--- src/rtl/tx_burst_sequencer.sv ---
// tx_burst_sequencer: fetches bytes from a source handshake and offers them to
// a byte transmitter in bursts of size_q bytes, burst_q bursts per run, with
// GAP_CYCLES idle cycles between bursts.
// Optional build macro TSEQ_TIMEOUT_EN: abort a stalled SEND after
// TIMEOUT_CYCLES cycles without tx_ready and raise the sticky err flag.
//
// state | meaning
// IDLE  | waiting for start; size/burst registers writable
// FETCH | src_ready high, waiting for a source byte
// SEND  | tx_valid high, holding tx_data until tx_ready
// GAP   | inter-burst idle, counting down GAP_CYCLES
// FIN   | one-cycle done pulse, then back to IDLE
module tx_burst_sequencer #(
   parameter int unsigned GAP_CYCLES     = 4,
   parameter int unsigned TIMEOUT_CYCLES = 1024
) (
   input  logic       clk,
   input  logic       rst,
   input  logic       Twrite,
   input  logic [3:0] Taddr,
   input  logic [7:0] Tdata,
   input  logic       src_valid,
   input  logic [7:0] src_data,
   output logic       src_ready,
   output logic       tx_valid,
   output logic [7:0] tx_data,
   input  logic       tx_ready,
   output logic       busy,
   output logic       done,
   output logic       err,
   output logic [7:0] bytes_left,
   output logic [7:0] bursts_left
);

   typedef enum logic [2:0] {
      ST_IDLE  = 3'd0,
      ST_FETCH = 3'd1,
      ST_SEND  = 3'd2,
      ST_GAP   = 3'd3,
      ST_FIN   = 3'd4
   } state_t;

   // Gap timer is a down-counter loaded with GAP_CYCLES-1; terminal count is 0.
   localparam logic [7:0] GAP_LOAD = (GAP_CYCLES == 0) ? 8'd0 : 8'(GAP_CYCLES - 1);

   if (GAP_CYCLES > 255 || TIMEOUT_CYCLES == 0) begin : g_param_check
      $error("tx_burst_sequencer: GAP_CYCLES must be 0..255 and TIMEOUT_CYCLES nonzero");
   end

   state_t     state_q, state_d;
   logic [7:0] size_q, size_d;
   logic [7:0] burst_q, burst_d;
   logic [7:0] bytes_q, bytes_d;
   logic [7:0] bursts_q, bursts_d;
   logic [7:0] data_q, data_d;
   logic [7:0] gap_q, gap_d;

   logic ctrl_wr, start_w, abort_w;

`ifdef TSEQ_TIMEOUT_EN
   localparam int unsigned TMO_W = (TIMEOUT_CYCLES > 1) ? $clog2(TIMEOUT_CYCLES) : 1;
   localparam logic [TMO_W-1:0] TMO_LOAD = TMO_W'(TIMEOUT_CYCLES - 1);
   logic [TMO_W-1:0] tmo_q, tmo_d;
   logic             err_q, err_d;
   assign err = err_q;
`else
   assign err = 1'b0;
`endif

   // Abort wins over start when both bits arrive in one control write.
   assign ctrl_wr = Twrite && (Taddr == 4'd3);
   assign abort_w = ctrl_wr && Tdata[1];
   assign start_w = ctrl_wr && Tdata[0] && !Tdata[1];

   // Handshake outputs are withdrawn in the abort/reset cycle so no byte moves
   // on a cycle whose effect is discarded.
   assign src_ready   = (state_q == ST_FETCH) && !abort_w && !rst;
   assign tx_valid    = (state_q == ST_SEND) && !abort_w && !rst;
   assign tx_data     = data_q;
   assign busy        = (state_q != ST_IDLE);
   assign done        = (state_q == ST_FIN);
   assign bytes_left  = bytes_q;
   assign bursts_left = bursts_q;

   // Next-state, counter and configuration logic.
   always_comb begin
      state_d  = state_q;
      size_d   = size_q;
      burst_d  = burst_q;
      bytes_d  = bytes_q;
      bursts_d = bursts_q;
      data_d   = data_q;
      gap_d    = gap_q;
`ifdef TSEQ_TIMEOUT_EN
      err_d    = err_q;
      tmo_d    = TMO_LOAD;
`endif
      if (abort_w) begin
         state_d = ST_IDLE;
      end else begin
         case (state_q)
            ST_IDLE: begin
               if (Twrite && (Taddr == 4'd1)) size_d = Tdata;
               if (Twrite && (Taddr == 4'd2)) burst_d = Tdata;
               if (start_w) begin
                  bytes_d  = size_q;
                  bursts_d = burst_q;
`ifdef TSEQ_TIMEOUT_EN
                  err_d    = 1'b0;
`endif
                  state_d  = (size_q == 8'd0 || burst_q == 8'd0) ? ST_FIN : ST_FETCH;
               end
            end
            ST_FETCH: begin
               if (src_valid) begin
                  data_d  = src_data;
                  state_d = ST_SEND;
               end
            end
            ST_SEND: begin
               if (tx_ready) begin
                  if (bytes_q > 8'd1) begin
                     bytes_d = bytes_q - 8'd1;
                     state_d = ST_FETCH;
                  end else if (bursts_q > 8'd1) begin
                     bursts_d = bursts_q - 8'd1;
                     bytes_d  = size_q;
                     gap_d    = GAP_LOAD;
                     state_d  = (GAP_CYCLES == 0) ? ST_FETCH : ST_GAP;
                  end else begin
                     bytes_d  = 8'd0;
                     bursts_d = 8'd0;
                     state_d  = ST_FIN;
                  end
               end
`ifdef TSEQ_TIMEOUT_EN
               else if (tmo_q == '0) begin
                  err_d   = 1'b1;
                  state_d = ST_IDLE;
               end else begin
                  tmo_d = tmo_q - 1'b1;
               end
`endif
            end
            ST_GAP: begin
               if (gap_q == 8'd0) state_d = ST_FETCH;
               else               gap_d   = gap_q - 8'd1;
            end
            ST_FIN: begin
               state_d = ST_IDLE;
            end
            default: begin
               state_d = ST_IDLE;
            end
         endcase
      end
   end

   // State and datapath registers with synchronous reset.
   always_ff @(posedge clk) begin
      if (rst) begin
         state_q  <= ST_IDLE;
         size_q   <= 8'd0;
         burst_q  <= 8'd0;
         bytes_q  <= 8'd0;
         bursts_q <= 8'd0;
         data_q   <= 8'd0;
         gap_q    <= 8'd0;
`ifdef TSEQ_TIMEOUT_EN
         err_q    <= 1'b0;
         tmo_q    <= '0;
`endif
      end else begin
         state_q  <= state_d;
         size_q   <= size_d;
         burst_q  <= burst_d;
         bytes_q  <= bytes_d;
         bursts_q <= bursts_d;
         data_q   <= data_d;
         gap_q    <= gap_d;
`ifdef TSEQ_TIMEOUT_EN
         err_q    <= err_d;
         tmo_q    <= tmo_d;
`endif
      end
   end

endmodule

--- config.mk ---
export PLATFORM = sky130hd
export DESIGN_NAME = tx_burst_sequencer
export DESIGN_NICKNAME = d
export VERILOG_FILES = /design/src/rtl/tx_burst_sequencer.sv
export SDC_FILE = /design/constraint.sdc
export NUM_CORES = 1
export LEC_CHECK = 0
export BUFFER_PORTS_ARGS = -buffer_cell sky130_fd_sc_hd__buf_4
export CELL_PAD_IN_SITES_DETAIL_PLACEMENT = 1
export CELL_PAD_IN_SITES_GLOBAL_PLACEMENT = 2
export CORE_MARGIN = 2
export CORE_UTILIZATION = 29
export CTS_CLUSTER_DIAMETER = 60
export DETAILED_ROUTE_END_ITERATION = 8
export PLACE_DENSITY_LB_ADDON = 0.25
export SLEW_MARGIN = 30
export SYNTH_ARGS = -nofsm -noshare
export SYNTH_HDL_FRONTEND = slang
export SYNTH_SLANG_ARGS = --single-unit
--- constraint.sdc ---
create_clock -name clk -period 2.4 [get_ports clk]
set_input_delay 0.36 -clock clk [delete_from_list [all_inputs] [get_ports clk]]
set_output_delay 0.36 -clock clk [all_outputs]
set_load 0.01 [all_outputs]
== Word-level counts from Yosys, hierarchy flattened ==
Index checks and enable logic that the tools add are counted.
Word-level totals
  bits in registers: 51
  bits in latches: 0
  bits in writable memories: 0
  ROM bits: 0
  output and inout bits: 29
  memories: 0
Cells by class
  $add $sub $neg: 3
  $mul: 0
  divide/modulo/power cells: 0
  magnitude comparators: 2
  equality and inequality tests: 14
  shifts and indexed selects: 0
  mux-type cells: 23
  bitwise operators: 1
  reduce and logical (&&, ||, !) cells: 29
Operators by type and width (number)
  8-bit 2-to-1 mux: 12
  8-bit case mux with 2 select lines: 3
  8-bit logical NOT: 3
  8-bit by 1-bit subtractor with 8-bit output (second input constant): 3
  3-bit 2-to-1 mux: 7
  8-bit by 1-bit greater-than comparator with 1-bit output (second input constant): 2
  2-bit inequality test (second input constant): 6
  3-bit case mux with 4 select lines: 1
  1-bit logical AND: 10
  3-bit AND reduction: 3
  4-bit by 2-bit equality test with 1-bit output (second input constant): 2
  4-bit AND reduction: 2
  3-bit by 2-bit equality test with 1-bit output (second input constant): 2
  6-bit AND reduction: 1
  5-bit AND reduction: 1
  4-bit by 1-bit equality test with 1-bit output (second input constant): 1
  2-bit nonzero test: 2
  3-bit by 1-bit equality test with 1-bit output (second input constant): 1
  3-bit equality test (second input constant): 1
  1-bit logical NOT: 3
  3-bit logical NOT: 1
  3-bit nonzero test: 1
  2-bit by 1-bit inequality test with 1-bit output (second input constant): 1
  2-bit OR reduction: 1
  2 further kinds: 2

== Longest topological paths before layout ==
  depth in word-level cells: 6
  depth in mapped cells: 9
  gate-level depth less buffers: 7

== Worst setup path after synthesis ==
OpenSTA, ideal clock, no wires.
  path kind: register -> register
  start point: reg bursts_q[0], in the netlist bursts_left[0]
  end point: reg gap_q[1]
  setup time: 0.123 ns
  arrival: 2.263 ns
  required time: 2.277 ns
  setup slack: 0.014 ns
  cell stages (with the launch flop): 10
  buffers on the path: 2
  cells stage by stage: dfxtp_1 -> inv_1 -> ha_1 -> or2_1 -> and3_1 -> buf_4 -> o31ai_4 -> and4_1 -> buf_4 -> mux2_1
On the way
  word-level cells in the longest chain between the ends: 3
Ends and longest elaborated chain
  from (decl): line 54  | logic [7:0] bursts_q, bursts_d;
  from (signal assigned): line 178  | bursts_q <= bursts_d;
  8-bit by 1-bit greater-than comparator with 1-bit output: line 125  | end else if (bursts_q > 8'd1) begin
  2-bit by 1-bit inequality test with 1-bit output (no source line)
  6-bit AND reduction (no source line)
  to (signal assigned): line 180  | gap_q <= gap_d;
  to (decl): line 56  | logic [7:0] gap_q, gap_d;
No other way between the ends.
A chain may end at the register's enable or synchronous reset.

== Final worst setup path ==
  start point: reg state_q[1]
  end point: out tx_valid
On the way
  word-level cells in the longest chain between the ends: 3
Ends and longest elaborated chain
  from (decl): line 50  | state_t state_q, state_d;
  from (signal assigned): line 174  | state_q <= state_d;
  3-bit by 2-bit equality test with 1-bit output: line 78  | assign tx_valid = (state_q == ST_SEND) && !abort_w && !rst;
  1-bit logical AND (2 in series): line 78
  to (decl): line 25  | output logic tx_valid,
No other way between the ends.

==> metrics.md <==
| Metric | Value |
|---|---|
| H-tree depth | `2` |
| Most frequent cell after synthesis | `dfxtp_1` |
| # IOs | `54` |
| CTS Buffer Depth | `2` |
| R2r setup slk | `0.21 ns` |
| Post-CTS Hold Fix Bufs | `0` |
| Avg WL per Cell | `16.80 microns` |
| WL final | `8855 microns` |
| Yosys warnings | `0` |
| Clock Latency Late Sink | `0.31 ns` |
| Area Overhead vs Synth | `26.44%` |
| DR vias | `2797` |
| Vias in the first global route | `2888` |
| CTS Root Buffer Type | `clkbuf_8` |
| Critical path endpoint category | `output port` |
| Critical setup path kind | `reg2out` |
| GRT overflow | `0` |
| DRT Pass-1 Iters | `4` |
| Slew Viols, Final | `0` |
| First-pass GRT wire length | `14670 microns` |
| Reported leakage power | `1.381 nW` |
| Die width | `102.0 microns` |
| Startpoint class of the critical path | `flop` |
| Synth Area per Inst | `8.184 sq um` |
| Ant diodes | `0` |
| Fmax | `434.7 MHz` |
| MaxCap Viol Count | `0` |
| Worst slew margin | `0.5423` |
| Crit path max fanout | `16` |
| Final period utilization | `0.9585` |
| Primary FF master, synth | `dfxtp_1` |
| Count of different cell masters after synthesis | `56` |
| Pwr Density | `466.9 nW/um^2` |
| Cell area after placement | `3387 sq um` |
| Full die area | `10390 sq um` |
| CTS buffer count | `5` |
| Flops & latches, synth | `51` |
| Top cells by count, synth | `dfxtp_1, nor2_1, nand2_1` |
| Post-route minimum period | `2.300 ns` |
| Post-route cell area | `3518 sq um` |
| Gr usage total | `0.1773` |
| Routability cong. | `0.7677` |
| HPWL Detailed | `6630 microns` |
| Peak VDD IR | `223.9 uV` |
| First DRT Iteration DRCs | `73` |
| Share of cells above drive strength 1 | `0.2286` |
| Setup Viol. Count Final | `0` |
| Clock transition at path regs | `0.11 ns` |
| Final Skew | `0.01607 ns` |
| Crit path from | `state_q[1]` |
| Worst hold path class | `in2reg` |
| Core Region | `9284 sq um` |
| CTS tree | `done` |
| Top cell type's share of synthesized area | `0.3669` |
| Starting Density | `0.2997` |
| Synthesized area | `2783 sq um` |
| Clk sinks | `51` |
| RSZ-0062 raised after global routing | `no` |
| Final Hold Viols | `0` |
| Syn nets | `371` |
| EDFF count, synth | `0` |
| Sequential-to-total area share from yosys stat | `0.3669` |
| Pin count of the biggest net entering global routing | `54` |
| Reg2reg start | `bursts_left[1]` |
| Die Span Y | `102.0 microns` |
| Register-to-Register Path Depth | `7` |
| Status | `completed` |
| Initial antenna violation count | `0` |
| TNS Setup | `0 ns` |
| Synth area leader | `dfxtp_1` |
| Leading post-synthesis cells by cell area | `dfxtp_1, a21oi_1, mux2i_1` |
| Post-CTS Repair Setup Buffers | `0` |
| Antenna Nets Post-Route | `0` |
| Post-route DRC | `0` |
| Post-Synthesis Cells | `340` |
| Final #Nets | `428` |
| Slew @ Worst Pin | `0.6813 ns` |
| # rows | `35` |
| WP data required | `2.04 ns` |
| Async SR Flop Fraction | `0` |
| Crit path DAT | `1.94 ns` |
| Port buffer count | `52` |
| Vias per cell | `5.307` |
| Worst R2R End | `gap_q[1]` |
| CP Capture Point | `tx_valid` |
## logic make-up after synthesis
group / Yosys count / share of synthesized area
flip-flops: 51 / 0.3669
adder cells (fa/ha/maj): 6 / 0.02698
other: 1 / 0.001348
buffers and inverters: 36 / 0.05485
AO/OA/AOI/OAI: 96 / 0.2437
AND/OR/NAND/NOR: 133 / 0.2446
multiplexers: 17 / 0.06160
## worst max-delay path: stages (launching register included)
cell	delay, ns
dfxtp_2	0.47
or3b_2	0.68
nor3_1	0.30
buf_4	0.18
## registers in the layout, summed over array words and instances, names as in the netlist
register / flops
burst_q: 8
bursts_left: 8
bytes_left: 8
gap_q: 8
size_q: 8
tx_data: 8
state_q: 3
## metal layers
layer  routed length [microns]  part of all wire  track usage  vias up
met1                      4153              0.47       0.2352     1365
met2                      4225              0.48       0.3006       59
li1                          -                 -            -     1364
met4                        99             0.011      0.04103        0
met5                         0                 0            0        -
met3                       377             0.043      0.03215        9
## through the flow
| stage | hold slack (ns) | total power [mW] | worst slack (ns) | std cells | utilization |
|---|---|---|---|---|---|
| 3_5_place_dp | 0.4775 | 1.009 | 0.2150 | 519 | 0.3648 |
| 3_3_place_gp | 0.4765 | 1.009 | 0.2817 | 519 | 0.3648 |
| 5_1_grt | 0.2764 | 1.711 | 0.03742 | 527 | 0.3790 |
| 2_1_floorplan | 0.4441 | 0.9442 | 0.01397 | 340 | - |
| 6_report | 0.2761 | 1.643 | 0.09969 | 527 | 0.3790 |
| 4_1_cts | 0.2702 | 1.673 | 0.01133 | 527 | 0.3779 |
## layout by cell type (no fill, tap or decap), drive strengths merged, types with 4 or more instances in the layout
cell    instances
buf            71
dfxtp          51
nor2           39
nand2          34
a21oi          33
nor3           20
mux2i          16
inv            16
o21ai          11
a211oi          9
o32ai           8
nor4            6
ha              6
clkbuf          6
nand3           4
a311oi          4
a31oi           4
o31ai           4
## final cells by class
| type | count | area, sq um |
|---|---|---|
| clock inverters | 2 | 38.79 |
| clock buffers | 6 | 82.58 |
| well taps | 129 | 161.4 |
| repair buffers | 71 | 533.0 |
| inverters | 15 | 56.30 |
| fillers | 1163 | 5766 |
| multi-input cells | 253 | 1624 |
| flip-flops and latches | 51 | 1022 |
## worst min-delay path by stage
stage	slack, ns	endpoint	cells after the start	start
2_1_floorplan	0.44	size_q[7]	2	size_q[7]
3_3_place_gp	0.48	tx_data[4]	2	tx_data[4]
3_5_place_dp	0.48	gap_q[7]	1	gap_q[7]
4_1_cts	0.27	tx_data[1]	3	src_data[1]
5_1_grt	0.28	tx_data[0]	3	src_data[0]
6_report	0.28	tx_data[2]	3	src_data[2]
## power by group
group	total, mW	internal [mW]	switching (mW)
logic	0.131	0.0564	0.0748
registers	0.858	0.851	0.00663
clock network	0.653	0.344	0.310
total	1.64	1.25	0.391
## repair_timing
action,4_1_cts,5_1_grt
hold endpoints to repair,0,0
endpoints found under the setup margin,0,4
gates resized for setup,0,2
Note: power is estimated with default switching activity, not from simulation.
